--- src/rtl/hermes_inbuf_if.sv ---
// Link bundle of one Hermes input buffer: upstream flit port, routing handshake
// with switch control, and the downstream flit port toward the crossbar.
interface hermes_inbuf_if #(
  parameter int FLIT_SIZE = 32
);
  logic                 rx_i;
  logic [FLIT_SIZE-1:0] data_i;
  logic                 credit_o;
  logic                 req_o;
  logic                 ack_i;
  logic                 sending_o;
  logic                 tx_o;
  logic [FLIT_SIZE-1:0] data_o;
  logic                 credit_i;

  modport slave (
    input  rx_i, data_i, ack_i, credit_i,
    output credit_o, req_o, sending_o, tx_o, data_o
  );

  modport master (
    output rx_i, data_i, ack_i, credit_i,
    input  credit_o, req_o, sending_o, tx_o, data_o
  );
endinterface

--- src/rtl/hermes_inbuf.sv ---
// Hermes router input buffer: circular flit FIFO plus packet forwarding FSM.
// Optional packet counter output enabled by HERMES_INBUF_PKT_CNT_EN.
module hermes_inbuf #(
  parameter int FLIT_SIZE   = 32,
  parameter int BUFFER_SIZE = 8
) (
  input  logic          clk_i,
  input  logic          rst_ni,
`ifdef HERMES_INBUF_PKT_CNT_EN
  output logic [15:0]   pkt_cnt_o,
`endif
  hermes_inbuf_if.slave bus
);
  localparam int PW = $clog2(BUFFER_SIZE);
  localparam int CW = PW + 1;
  localparam logic [CW-1:0] DEPTH = CW'(BUFFER_SIZE);

  typedef enum logic [2:0] {S_IDLE, S_REQ, S_HEADER, S_SIZE, S_PAYLOAD} state_e;

  state_e               state_q, state_d;
  logic [FLIT_SIZE-1:0] mem_q [BUFFER_SIZE];
  logic [PW-1:0]        wr_ptr_q, rd_ptr_q;
  logic [CW-1:0]        cnt_q, cnt_d;
  logic [FLIT_SIZE-1:0] flit_cnt_q, flit_cnt_d;
  logic                 full, empty, push, pop, sending, tx, pkt_done;
  logic [FLIT_SIZE-1:0] head;

  assign full  = (cnt_q == DEPTH);
  assign empty = (cnt_q == '0);
  assign push  = bus.rx_i && !full;
  assign pop   = tx && bus.credit_i;
  assign head  = mem_q[rd_ptr_q];

  // Head is only consumed by pops, and pops need sending, so it is frozen in S_REQ.
  assign sending = (state_q == S_HEADER) || (state_q == S_SIZE) || (state_q == S_PAYLOAD);
  assign tx      = sending && !empty;

  assign bus.credit_o  = !full;
  assign bus.data_o    = head;
  assign bus.req_o     = (state_q == S_REQ);
  assign bus.sending_o = sending;
  assign bus.tx_o      = tx;

  always_ff @(posedge clk_i) begin
    if (push) mem_q[wr_ptr_q] <= bus.data_i;
  end

  always_comb begin
    cnt_d = cnt_q;
    case ({push, pop})
      2'b10:   cnt_d = cnt_q + 1'b1;
      2'b01:   cnt_d = cnt_q - 1'b1;
      default: cnt_d = cnt_q;
    endcase
  end

  always_comb begin
    state_d    = state_q;
    flit_cnt_d = flit_cnt_q;
    pkt_done   = 1'b0;
    case (state_q)
      S_IDLE:   if (!empty) state_d = S_REQ;
      S_REQ:    if (bus.ack_i) state_d = S_HEADER;
      S_HEADER: if (pop) state_d = S_SIZE;
      S_SIZE: begin
        if (pop) begin
          flit_cnt_d = head;
          if (head == '0) begin
            state_d  = S_IDLE;
            pkt_done = 1'b1;
          end else begin
            state_d = S_PAYLOAD;
          end
        end
      end
      S_PAYLOAD: begin
        if (pop) begin
          flit_cnt_d = flit_cnt_q - 1'b1;
          if (flit_cnt_q == FLIT_SIZE'(1)) begin
            state_d  = S_IDLE;
            pkt_done = 1'b1;
          end
        end
      end
      default: state_d = S_IDLE;
    endcase
  end

  always_ff @(posedge clk_i or negedge rst_ni) begin
    if (!rst_ni) begin
      state_q    <= S_IDLE;
      wr_ptr_q   <= '0;
      rd_ptr_q   <= '0;
      cnt_q      <= '0;
      flit_cnt_q <= '0;
    end else begin
      state_q    <= state_d;
      cnt_q      <= cnt_d;
      flit_cnt_q <= flit_cnt_d;
      if (push) wr_ptr_q <= wr_ptr_q + 1'b1;
      if (pop)  rd_ptr_q <= rd_ptr_q + 1'b1;
    end
  end

`ifdef HERMES_INBUF_PKT_CNT_EN
  logic [15:0] pkt_cnt_q;

  always_ff @(posedge clk_i or negedge rst_ni) begin
    if (!rst_ni)                                pkt_cnt_q <= '0;
    else if (pkt_done && pkt_cnt_q != 16'hFFFF) pkt_cnt_q <= pkt_cnt_q + 1'b1;
  end

  assign pkt_cnt_o = pkt_cnt_q;
`else
  logic unused_pkt_done;
  assign unused_pkt_done = pkt_done;
`endif

  // Upstream must honour credit_o; a flit offered while full is silently lost.
  rx_when_full_a: assert property (@(posedge clk_i) disable iff (!rst_ni) !(bus.rx_i && full))
    else $warning("hermes_inbuf: rx_i while buffer full, flit dropped");
endmodule
--- src/flat_wrapper.sv ---
// flat-port wrapper written by rule: the top's interface ports become plain ports
module hermes_inbuf_flat 
#(
  parameter int FLIT_SIZE   = 32,
  parameter int BUFFER_SIZE = 8
)
  (clk_i, rst_ni, bus_rx_i, bus_data_i, bus_ack_i, bus_credit_i, bus_credit_o, bus_req_o, bus_sending_o, bus_tx_o, bus_data_o);
  hermes_inbuf_if #(.FLIT_SIZE(FLIT_SIZE)) bus_i ();
  input  logic clk_i;
  input  logic rst_ni;
  input wire logic [$bits(bus_i.rx_i)-1:0] bus_rx_i;
  input wire logic [$bits(bus_i.data_i)-1:0] bus_data_i;
  input wire logic [$bits(bus_i.ack_i)-1:0] bus_ack_i;
  input wire logic [$bits(bus_i.credit_i)-1:0] bus_credit_i;
  output wire logic [$bits(bus_i.credit_o)-1:0] bus_credit_o;
  output wire logic [$bits(bus_i.req_o)-1:0] bus_req_o;
  output wire logic [$bits(bus_i.sending_o)-1:0] bus_sending_o;
  output wire logic [$bits(bus_i.tx_o)-1:0] bus_tx_o;
  output wire logic [$bits(bus_i.data_o)-1:0] bus_data_o;
  assign bus_i.rx_i = bus_rx_i;
  assign bus_i.data_i = bus_data_i;
  assign bus_i.ack_i = bus_ack_i;
  assign bus_i.credit_i = bus_credit_i;
  assign bus_credit_o = bus_i.credit_o;
  assign bus_req_o = bus_i.req_o;
  assign bus_sending_o = bus_i.sending_o;
  assign bus_tx_o = bus_i.tx_o;
  assign bus_data_o = bus_i.data_o;
  hermes_inbuf #(.FLIT_SIZE(FLIT_SIZE), .BUFFER_SIZE(BUFFER_SIZE)) u_core (.clk_i(clk_i), .rst_ni(rst_ni), .bus(bus_i));
endmodule
--- config.mk ---
export PLATFORM = sky130hd
export DESIGN_NAME = hermes_inbuf_flat
export DESIGN_NICKNAME = d
export VERILOG_FILES = /design/src/rtl/hermes_inbuf_if.sv /design/src/rtl/hermes_inbuf.sv /design/src/flat_wrapper.sv
export SDC_FILE = /design/constraint.sdc
export NUM_CORES = 1
export LEC_CHECK = 0
export ABC_CLOCK_PERIOD_IN_PS = 8250
export CAP_MARGIN = 0
export CELL_PAD_IN_SITES_DETAIL_PLACEMENT = 1
export CELL_PAD_IN_SITES_GLOBAL_PLACEMENT = 2
export CORE_ASPECT_RATIO = 1.75
export CORE_MARGIN = 5
export CORE_UTILIZATION = 40
export DETAILED_ROUTE_END_ITERATION = 10
export HOLD_SLACK_MARGIN = 0.15
export PLACE_DENSITY_LB_ADDON = 0.25
export SLEW_MARGIN = 20
export SYNTH_ARGS = -nofsm -noshare
export SYNTH_HDL_FRONTEND = slang
export SYNTH_SLANG_ARGS = --single-unit
--- constraint.sdc ---
create_clock -name clk_i -period 8.25 [get_ports clk_i]
set_clock_uncertainty 0.05 [all_clocks]
set_input_delay 1.65 -clock clk_i [delete_from_list [all_inputs] [get_ports clk_i]]
set_output_delay 1.65 -clock clk_i [all_outputs]
set_load 0.005 [all_outputs]
**Word-level counts from Yosys, hierarchy flattened**

Memories as Yosys holds them, arrays and structs flattened.
Index checks and enable logic that the tools add are counted.
W data, S select, Z words.

- Bits in registers: 45
- RAM bits: 256
- Input bits: 37
- Output and inout port bits: 36
- Logic and storage cells: 53
- Memories kept: 1

- Add/sub/neg operators: 5
- Equal/unequal tests: 14
- Mux-type cells: 14
- Reductions and logical operators: 14

Memory list:

| memory | depth | bits a word | read ports | clocked after memory_dff | write ports | RTL line | source |
|---|---|---|---|---|---|---|---|
| u_core.mem_q | 8 | 32 | 1 | 0 | 1 | hermes_inbuf.sv:21 | `logic [FLIT_SIZE-1:0] mem_q [BUFFER_SIZE];` |

Operators by type and width:

| cell | number |
|---|---|
| $mux W32 | 2 |
| $pmux W32 S2 | 1 |
| $eq A32 B1 Y1 const B | 1 |
| $logic_not A32 Y1 | 1 |
| $sub A32 B1 Y32 const B | 1 |
| $mux W3 | 7 |
| $pmux W3 S5 | 1 |
| $pmux W4 S2 | 1 |
| $add A3 B1 Y3 const B | 2 |
| $eq A3 B2 Y1 const B | 2 |
| $ne A2 B1 Y1 const B | 3 |
| $ne A2 B2 Y1 const B | 3 |
| $reduce_and A6 Y1 | 1 |
| $add A4 B1 Y4 const B | 1 |
| $eq A4 B4 Y1 const B | 1 |
| $logic_not A4 Y1 | 1 |
| $reduce_bool A2 Y1 | 2 |
| $sub A4 B1 Y4 const B | 1 |
| $eq A3 B1 Y1 const B | 1 |
| $eq A3 B3 Y1 const B | 1 |
| $logic_and A1 B1 Y1 | 3 |
| $logic_not A3 Y1 | 1 |
| $reduce_and A3 Y1 | 1 |
| $eq A2 B1 Y1 const B | 1 |
| other kinds (4) | 7 |

**Depth between registers and ports, before layout**

Gate-level depths: netlist (run 1).

- Depth in word-level cells: 7
- Gate-level depth with buffers: 11
- Depth with buffers taken out: 11

**Least setup slack after synthesis (run 1)**

OpenSTA, ideal clock, no wires.

- Path kind: input to register
- Start point: input bus_rx_i
- End point: memory u_core.mem_q[2][0] (enable)
- Setup time: 513 ps
- Data arrival time: 5228 ps
- Required time: 7687 ps
- Slack: 2459 ps
- Cell stages on the path: 2
- Buffers on the path: 0
- Path through: nand2_1 > nor4b_1

- Word-level cells in the longest chain between the ends: 3

RTL lines:

| element | RTL line | source |
|---|---|---|
| start: declaration | flat_wrapper.sv:11 | `input wire logic [$bits(bus_i.rx_i)-1:0] bus_rx_i;` |
| $logic_and A1 B1 Y1 | hermes_inbuf.sv:30 | `assign push = bus.rx_i && !full;` |
| $mux W1 | hermes_inbuf.sv:45 | `if (push) mem_q[wr_ptr_q] <= bus.data_i;` |
| $mux W1 (implied by the code) | hermes_inbuf.sv:45 |  |
| end: declaration | hermes_inbuf.sv:21 |  |

Every way passes these cells.

**Worst setup path in the final report (run 1)**

- Start point: register u_core.rd_ptr_q[1]
- End point: output bus_data_o[6]

- Word-level cells in the longest chain between the ends: 1

RTL lines:

| element | RTL line | source |
|---|---|---|
| start: declaration | hermes_inbuf.sv:22 | `logic [PW-1:0] wr_ptr_q, rd_ptr_q;` |
| start signal: assignment | hermes_inbuf.sv:101 | `if (pop) rd_ptr_q <= rd_ptr_q + 1'b1;` |
| $mem_v2 Z8 W32 | - |  |
| end: declaration | flat_wrapper.sv:19 | `output wire logic [$bits(bus_i.data_o)-1:0] bus_data_o;` |

Every way passes these cells.

==> summary.md, run 1 <==
| Metric | Value |
|---|---|
| Hold buffer count at CTS | `0` |
| Commonest non-fill, non-tap cell in the layout | `edfxtp_1` |
| Final period util | `0.628` |
| H-tree depth | `1` |
| Peak Freq | `~190 MHz` |
| CTS Buf Count | `29` |
| Clk sinks | `about 300` |
| Max Cap Viol | `0` |
| Register area | `roughly 0.009 mm^2` |
| Area leader, netlist | `edfxtp_1` |
| Synthesized flop and latch total | `~300` |
| Grt total ovfl | `0` |
| Status | `finished, final reports clean` |
| Worst reg2reg path startpoint | `u_core.rd_ptr_q[1]` |
| Die Area | `0.0357 mm^2` |
| Cell Area, Synth | `~0.013 mm^2` |
| Commonest non-fill, non-tap cells in the layout | `256 x edfxtp_1, 129 x mux2i_1, 84 x a22oi_1` |
| CTS tree | `yes` |
| Routability cong. | `~0.76` |
| Post-synth ARST share | `0.150` |
| Post-synth EDFFs | `about 260` |
| Share of the synthesized area in the top cell type | `0.603` |
| Buffers added on ports | `between 70 and 80` |
| Final setup vio count | `0` |
| Hpwl dp | `just over 20000 um` |
| Rows | `86` |
| I/O Pins | `73` |
| Syn. warnings | `0` |
| Initial antenna violation count | `0` |
| Slew Viols, Final | `0` |
| Worst-Margin Slew | `about 0.92 ns` |
| Initial Util | `0.404` |
| Post-synthesis cell type count | `55` |
| Final Hold Fails | `0` |
| N_diodes | `0` |
| Post-CTS Resized | `0` |
| Pwr dens | `about 350 mW/mm^2` |
| Req. time, crit path | `approximately 6.6 ns` |
| Share of cells above drive strength 1 | `0.0886` |
| R2R cell count | `7` |
| Area grow syn2layout | `16.4%` |
| Core area | `about 0.032 mm^2` |
| Clk_lat worst skew | `0.55 ns` |
| Vias in the first global route | `8273` |
| Crit path from | `u_core.rd_ptr_q[1]` |
| Worst EP arrival | `about 3.5 ns` |
| Worst Setup Slack, final | `3.07 ns` |
| Final nets | `about 970` |
| Top post-synthesis cells by area | `edfxtp_1 60%, mux2i_1 10%, dfrtp_1 8.8%` |
| Slew HR | `0.383` |
| Number of cells on the worst hold path | `1` |
| Die width | `around 140 um` |
| Synthesized net count | `901` |
| Pre-CTS WS | `approximately 3.6 ns` |
| Worst Setup Start Kind | `flip-flop` |
| Largest net degree at the start of global routing | `90` |
| Clk root buf | `clkbuf_16` |
| Post-CTS Setup Inserts | `0` |
| Ys flop type | `edfxtp_1` |
| CP endpoint kind | `primary output` |
| Clock-pin transition on the worst setup and hold timing paths | `0.06 ns` |
| 1st-iter DRT viols | `approximately 340` |
| DRC violations left | `0` |
| Post-Syn Instances | `857` |
| Pre-antenna DRT Iters | `4` |
| Vias per cell | `5.71` |
| DR WL/cell | `approximately 25 um` |
| Critical path class | `flip-flop to primary output` |
| RSZ-0062 raised after global routing | `no` |
| Pleak | `around 5 nW` |
| TNS Setup | `0 ns` |
| Vias | `approximately 7700` |
| Hold WC Path Type | `flip-flop to flip-flop` |
| Sequential-to-total area share from yosys stat | `0.691` |
| Multi-input logic area | `around 0.0038 mm^2` |
| First-pass GRT wire length | `~51000 um` |
| WL final | `~33000 um` |
| Max clock buf depth | `3` |
| Total Routing Usage GR | `0.183` |
| Syn Area/Cell | `approximately 15 um^2` |
| Post-route antenna net violation count | `0` |
| Peak VDD IR | `around 180 uV` |
| Chip height | `246 um` |
| Fill count | `approximately 3100` |
| Final worst path period need | `roughly 5.2 ns` |
| Hold Startpoint | `u_core.state_q[2]` |
| CP max FO | `a little under 90` |
-- cell families after synthesis --
logic type / count (synthesis) / share of synthesized area
DFF: 301 / 0.691
and+or+nand+nor: 159 / 0.0711
muxes: 132 / 0.104
AOI/OAI and AO/OA: 190 / 0.102
xor gates and xnor gates: 9 / 0.00618
adders and majority gates: 7 / 0.00687
buffers and inverters: 59 / 0.0183
-- synthesized netlist by cell type, drive strengths merged, types with 2 or more instances --
cell type and instances:
a21oi 32, a221o 2, a22o 2, a22oi 84, a2bb2oi 6, a31oi 10
and2 35, and3 4, buf 14, clkbuf 36, dfrtp 45, edfxtp 256
ha 7, inv 9, mux2 3, mux2i 129, nand2 26, nand3 11
nand3b 3, nand4 5, nor2 26, nor2b 6, nor3 15, nor3b 3
nor4 9, nor4b 5, o211ai 2, o21ai 26, o22a 7, o22ai 5
o2bb2ai 2, o311ai 2, o32ai 2, or3 5, or4 4, xnor2 4
xor2 5
-- worst max-delay path, cell delays in order (launching register included) --
cell	delay, ns
dfrtp_4	0.91
buf_12	0.56
mux2i_1	0.16
a22oi_1	0.29
and2_1	0.35
clkdlybuf4s50_1	0.57
-- routing by layer --
metal	GRT usage	routed length, um
met1	0.220	13600
met2	0.341	17600
met4	0.0552	694
met5	0	0
met3	0.0228	1090
-- stage by stage --
step / cell area [um^2] / instances / utilization / power [mW] / hold slack, ns
floorplan: 12700 / 857 / - / 3.17 / 0.372
global placement: 14000 / 1294 / 0.443 / 4.04 / 0.391
detailed placement: 14000 / 1294 / 0.443 / 4.07 / 0.408
CTS: 14800 / 1344 / 0.471 / 5.30 / 0.415
global route: 14800 / 1344 / 0.471 / 5.50 / 0.458
finish: 14800 / 1344 / 0.471 / 5.22 / 0.416
-- power breakdown --
group	total, mW	internal, mW	switching [mW]
Sequential	2.12	1.93	0.196
Combinational	1.88	0.799	1.08
Clock	1.22	0.672	0.549
-- sequential cells by signal, summed over array words and instances, names as in the netlist --
name / count
u_core.rd_ptr_q: 3
u_core.flit_cnt_q: 32
u_core.state_q: 3
u_core.mem_q: 256
u_core.wr_ptr_q: 3
u_core.cnt_q: 4
-- final timing paths --
kind / to / slack (ns)
setup / recovery: bus_data_o[6] / 3.07
hold / removal: u_core.state_q[1] / 0.42
setup reg to reg: u_core.state_q[2] / 4.82
hold reg to reg: u_core.state_q[1] / 0.42
max in group asynchronous: u_core.rd_ptr_q[1] / 6.49
min in group asynchronous: u_core.flit_cnt_q[12] / 1.14
-- final cells by class --
class / instances / share of cell area
Clock buffer: 33 / 0.0499
Timing Repair Buffer: 91 / 0.0587
Tap cell: 396 / 0.0334
Sequential cell: 301 / 0.594
Multi-Input combinational cell: 497 / 0.253
Inverter: 9 / 0.00228
Clock inverter: 17 / 0.00801
(Power assumes the default switching activity.)
==> inputs of run 2 (changes only) <==
ABC_CLOCK_PERIOD_IN_PS = 4540   (was 8250)
CORE_UTILIZATION = 39   (was 40)
clock period = 4.54 ns   (was 8.25 ns; I/O delays follow)
==> run 2 against run 1 <==
- wire length decreased by 1.2%
- worst setup slack got worse by 2.5 ns
- first-iteration DRC count increased by 8.7%
- global-route usage decreased by 0.61 points
- cell count increased by 0.60%
- core utilization decreased by 0.74 points
- cell area increased by 0.59%
- register-to-register slack got worse by 3.3 ns
- clock power increased by 84%
- sequential power increased by 81%
- total power increased by 83%
- largest cell class unchanged
==> summary.md, run 2 (synthesis results as in run 1) <==
| Metric | Value |
|---|---|
| Vias per cell | `5.68 (-0.60%)` |
| Worst-Margin Slew | `0.804 ns (-0.115 ns)` |
| DR WL/cell | `24.1 um (-1.7%)` |
| Initial antenna violation count | `0 (unchanged)` |
| Peak VDD IR | `278 uV (+58%)` |
| Chip height | `249 um (+1.2%)` |
| Core area | `0.0322 mm^2 (+2.2%)` |
| Worst EP arrival | `3.04 ns (-0.44 ns)` |
| Rows | `87 (+1.2%)` |
| 1st-iter DRT viols | `374 (+8.7%)` |
| H-tree depth | `1 (unchanged)` |
| Final period util | `0.882` |
| Max clock buf depth | `3 (unchanged)` |
| Commonest non-fill, non-tap cell in the layout | `edfxtp_1` |
| Post-route antenna net violation count | `0 (unchanged)` |
| Max FFs per register | `256 (unchanged)` |
| N_diodes | `0 (unchanged)` |
| Peak Freq | `between 200 and 250 MHz` |
| CP max FO | `54 (-39%)` |
| Clk root buf | `clkbuf_16` |
| WL final | `32600 um (-1.2%)` |
| Grt total ovfl | `0 (unchanged)` |
| R2R setup slack | `1.54 ns (-3.28 ns)` |
| Hold WC Path Type | `primary input to asynchronous set/reset pin` |
| Post-CTS Setup Inserts | `0 (unchanged)` |
| DP Cell Count | `1300 (+0.46%)` |
| Slowest CP cell | `dfrtp_4` |
| RSZ-0062 raised after global routing | `no` |
| CP Cell Sequence | `buf_12 -> mux2i_1 -> a22oi_1 -> and2_1 -> clkdlybuf4s50_1` |
| Die Area | `0.0365 mm^2 (+2.4%)` |
| Critical path class | `flip-flop to primary output` |
| CTS tree | `yes` |
| Worst r2r dst | `u_core.flit_cnt_q[31]` |
| Post-CTS Resized | `0 (unchanged)` |
| Max Cap Viol | `0 (unchanged)` |
| Slew Viols, Final | `0 (unchanged)` |
| Hold buffer count at CTS | `0 (unchanged)` |
| Worst Setup Start Kind | `flip-flop` |
| Worst reg2reg path startpoint | `u_core.flit_cnt_q[7]` |
| Final worst path period need | `~4 ns` |
| Pleak | `5.19 nW (+0.77%)` |
| Commonest non-fill, non-tap cells in the layout | `256 x edfxtp_1, 129 x mux2i_1, 84 x a22oi_1` |
| Final setup vio count | `0 (unchanged)` |
| Largest stage delay, worst path | `0.72 ns (-0.19 ns)` |
| Routability cong. | `0.755 (-0.54%)` |
| Die width | `147 um (+1.2%)` |
| Slew HR | `0.460 (+0.0771)` |
| Clk_lat worst skew | `0.55 ns (about the same)` |
| R2R cell count | `6 (-1)` |
| Buffers added on ports | `72 (unchanged)` |
| Pre-antenna DRT Iters | `4 (unchanged)` |
| Req. time, crit path | `3.58 ns (-2.97 ns)` |
| Final nets | `974 (+0.10%)` |
| TNS Setup | `0 ns (unchanged)` |
| Clock-pin transition on the worst setup and hold timing paths | `0.07 ns (about the same)` |
| Share of cells above drive strength 1 | `0.0935 (+0.00488)` |
| I/O Pins | `73 (unchanged)` |
| Total Routing Usage GR | `0.177 (-0.00607)` |
| Fill count | `3176 (+0.95%)` |
| Clk sinks | `301 (unchanged)` |
| Vias | `7675 (-0.013%)` |
| Pwr dens | `641 mW/mm^2 (+82%)` |
| Final Non-Filler Cells | `1352 (+0.60%)` |
| CP endpoint kind | `primary output` |
| DRC violations left | `0 (unchanged)` |
| Hpwl dp | `21100 um (+3.5%)` |
| Regs by FF count | `u_core.mem_q: 256 flops, u_core.flit_cnt_q: 32 flops, u_core.cnt_q: 4 flops` |
| Initial Util | `0.396 (-0.00870)` |
| CTS Buf Count | `28 (-3.4%)` |
| Vias in the first global route | `8061 (-2.6%)` |
| Status | `finished, final reports clean` |
| Largest net degree at the start of global routing | `55 (-39%)` |
| Final Hold Fails | `0 (unchanged)` |
| Area grow syn2layout | `17.1%` |
| Biggest register | `u_core.mem_q` |
| First-pass GRT wire length | `50000 um (-1.3%)` |
## run 2: cell count changes in the layout (fill, tap and decap cells not counted), moves of 2 or more
| cell | change |
|---|---|
| clkinv_4 | +3 |
| clkinv_8 | +2 |
| nor4b_4 | +2 |
| clkbuf_1 | -2 |
| nor4b_2 | -2 |
## run 2: where the power goes
part / internal, mW / switching [mW] / total [mW]
Sequential: 3.50 / 0.335 / 3.84
Combinational: 1.48 / 2.01 / 3.49
Clock: 1.21 / 1.04 / 2.25
Total: 6.18 / 3.39 / 9.57
## run 2: how the worst max path moves through the flow
stage                             startpoint                 end  cells after the start
after CTS                 u_core.rd_ptr_q[1]       bus_data_o[2]                      5
after floorplan                     bus_rx_i  u_core.mem_q[3][0]                      2
after global placement          bus_credit_i     u_core.cnt_q[2]                     10
after detailed placement  u_core.rd_ptr_q[1]       bus_data_o[2]                      5
final                     u_core.rd_ptr_q[1]       bus_data_o[9]                      5
after global routing      u_core.rd_ptr_q[1]       bus_data_o[2]                      5
## run 2: critical path, delay by kind of cell, from the launching register on
family	cells	cell delay [ns]
and+or+nand+nor	1	0.31
AOI/OAI and AO/OA	1	0.29
muxes	1	0.15
DFF	1	0.72
buffers and inverters	2	0.92
## run 2: final cells by class
class	instances	area [um^2]	share of cell area
well taps	400	500	0.0335
multi-input cells	497	3790	0.254
clock buffers	30	708	0.0474
repair buffers	93	898	0.0602
flip-flops and latches	301	8820	0.591
clock inverters	22	180	0.0121
inverters	9	33.8	0.00226
## run 2: through the flow
stage | util | setup slack [ns] | cell area, um^2 | power (mW) | hold slack (ns)
5_1_grt | 0.463 | 0.403 | 14900 | 10.1 | 0.353
3_3_place_gp | 0.436 | 1.11 | 14000 | 7.41 | 0.395
2_1_floorplan | - | 0.562 | 12800 | 5.76 | 0.372
3_5_place_dp | 0.436 | 1.08 | 14000 | 7.46 | 0.396
4_1_cts | 0.463 | 0.472 | 14900 | 9.71 | 0.327
6_report | 0.463 | 0.537 | 14900 | 9.57 | 0.327
## run 2: routing by layer
metal / vias up / track usage / share of wire
met5: - / 0 / 0
met4: 0 / 0.0420 / 0.018
met3: 36 / 0.0193 / 0.038
met2: 160 / 0.332 / 0.54
met1: 3958 / 0.216 / 0.40
li1: 3521 / - / -
==> inputs of run 3 (changes only) <==
CORE_MARGIN = not set   (was 5)
==> run 3 against run 2 <==
- the flow now finishes with violations (design-rule violations)
- critical path depth unchanged
- sequential cell count unchanged
- core utilization shrank 0.082 points
- cell area is 0.18% lower
- critical endpoint is now bus_data_o[31]
- largest power group unchanged
==> summary.md, run 3 (synthesis results as in run 1) <==
| Metric | Value |
|---|---|
| Post-CTS Resized | `0 (unchanged)` |
| CTS tree | `yes` |
| R2R setup slack | `1.41 ns (-0.13 ns)` |
| Initial antenna violation count | `0 (unchanged)` |
| Clk_lat worst skew | `0.55 ns (about the same)` |
| Worst Setup Start Kind | `flip-flop` |
| CP endpoint kind | `primary output` |
| Pre-antenna DRT Iters | `7 (+3)` |
| Worst r2r dst | `u_core.state_q[2]` |
| R2R cell count | `7 (+1)` |
| Clk sinks | `301 (unchanged)` |
| Area grow syn2layout | `16.9%` |
| N_diodes | `0 (unchanged)` |
| Peak VDD IR | `324 uV (+17%)` |
| Worst reg2reg path startpoint | `u_core.rd_ptr_q[1]` |
| Buffers added on ports | `72 (unchanged)` |
| DR WL/cell | `24.3 um (+0.85%)` |
| Final Util | `0.462 (-0.000815)` |
| Max Cap Viol | `0 (unchanged)` |
| Largest net degree at the start of global routing | `47 (-15%)` |
| Pleak | `5.19 nW (about the same)` |
| Final worst path period need | `4.08 ns (+0.0754 ns)` |
| Final Hold Fails | `0 (unchanged)` |
| RSZ-0062 raised after global routing | `no` |
| Final nets | `977 (+0.31%)` |
| Hpwl dp | `20900 um (-0.79%)` |
| Share of cells above drive strength 1 | `0.0894 (-0.00411)` |
| Max clock buf depth | `3 (unchanged)` |
| Initial Util | `0.396 (unchanged)` |
| Slew Viols, Final | `0 (unchanged)` |
| Critical path class | `flip-flop to primary output` |
| I/O Pins | `73 (unchanged)` |
| Clock-pin transition on the worst setup and hold timing paths | `0.07 ns (about the same)` |
| Vias in the first global route | `8042 (-0.24%)` |
| Hold WC Path Type | `primary input to asynchronous set/reset pin` |
| First-pass GRT wire length | `49300 um (-1.2%)` |
| Hold buffer count at CTS | `0 (unchanged)` |
| Vias per cell | `5.64 (-0.66%)` |
| Slew HR | `0.404 (-0.0556)` |
| Post-CTS Setup Inserts | `0 (unchanged)` |
| Final period util | `0.898 (+0.0166)` |
| Chip height | `241 um (-3.2%)` |
| Post-route antenna net violation count | `0 (unchanged)` |
| Routability cong. | `0.788 (+4.3%)` |
| 1st-iter DRT viols | `278 (-26%)` |
| Regs by FF count | `u_core.mem_q: 256 flops, u_core.flit_cnt_q: 32 flops, u_core.cnt_q: 4 flops` |
| Worst EP arrival | `3.12 ns (+0.08 ns)` |
| H-tree depth | `1 (unchanged)` |
| Die Area | `0.0334 mm^2 (-8.5%)` |
| DRC violations left | `10 (+10)` |
| Peak Freq | `245 MHz (-1.8%)` |
| CTS Buf Count | `28 (unchanged)` |
| Pwr dens | `640 mW/mm^2 (-0.20%)` |
| Failing checks | `design-rule violations` |
| Core area | `0.0322 mm^2 (unchanged)` |
| Status | `complete, but fails checks` |
| Biggest register | `u_core.mem_q` |
| Final setup vio count | `0 (unchanged)` |
| Max FFs per register | `256 (unchanged)` |
| Commonest non-fill, non-tap cells in the layout | `256 x edfxtp_1, 129 x mux2i_1, 84 x a22oi_1` |
| Clk root buf | `clkbuf_16` |
| CP max FO | `43 (-20%)` |
| Commonest non-fill, non-tap cell in the layout | `edfxtp_1` |
| TNS Setup | `0 ns (unchanged)` |
| Rows | `87 (unchanged)` |
| Vias | `7619 (-0.73%)` |
| Total Routing Usage GR | `0.199 (+0.0224)` |
| Worst-Margin Slew | `0.894 ns (+0.0896 ns)` |
| Grt total ovfl | `0 (unchanged)` |
| Die width | `139 um (-5.5%)` |
| WL final | `32800 um (+0.78%)` |
| Req. time, crit path | `3.58 ns (about the same)` |
## run 3: per-stage QoR
step	worst slack, ns	hold WS [ns]	area [um^2]	cells	total power [mW]
after global placement	1.03	0.388	14100	1303	7.41
after global routing	0.338	0.450	14900	1351	10.0
after CTS	0.405	0.420	14900	1351	9.67
after floorplan	0.562	0.372	12800	857	5.76
final	0.462	0.415	14900	1351	9.54
after detailed placement	1.01	0.404	14100	1303	7.47
## run 3: worst max path at each step
stage	from	endpoint	slack, ns	depth (start not counted)
2_1_floorplan	bus_rx_i	u_core.mem_q[3][0]	0.56	2
3_3_place_gp	u_core.rd_ptr_q[1]	bus_data_o[31]	1.03	5
3_5_place_dp	u_core.rd_ptr_q[1]	bus_data_o[31]	1.01	5
4_1_cts	u_core.rd_ptr_q[1]	bus_data_o[31]	0.41	5
5_1_grt	u_core.rd_ptr_q[1]	bus_data_o[2]	0.34	5
6_report	u_core.rd_ptr_q[1]	bus_data_o[31]	0.46	5
## run 3: metal layers
metal | vias up | global-route usage | wire length (um)
met5 | - | 0 | 0
met4 | 0 | 0.0721 | 767
met3 | 37 | 0.0198 | 1260
met2 | 152 | 0.382 | 17800
met1 | 3915 | 0.230 | 13000
li1 | 3515 | - | -
## run 3: report_power, final
group / leakage, nW / switching (mW) / internal, mW / total [mW]
combinational: 1.92 / 1.97 / 1.49 / 3.46
clock: 0.401 / 0.983 / 1.21 / 2.20
sequential: 2.87 / 0.376 / 3.50 / 3.88
## run 3: layout make-up
class | instances | area [um^2]
clock buffers | 34 | 744
clock inverters | 14 | 95.1
fillers | 3206 | 17300
inverters | 9 | 33.8
multi-input cells | 497 | 3790
flip-flops and latches | 301 | 8820
well taps | 400 | 500
repair buffers | 96 | 921
## run 3: worst max-delay path, cell delays in order (launching register included)
cell	delay, ns
dfrtp_4	0.93
buf_12	0.28
mux2i_1	0.10
a22oi_1	0.36
and2_1	0.32
clkdlybuf4s50_1	0.55
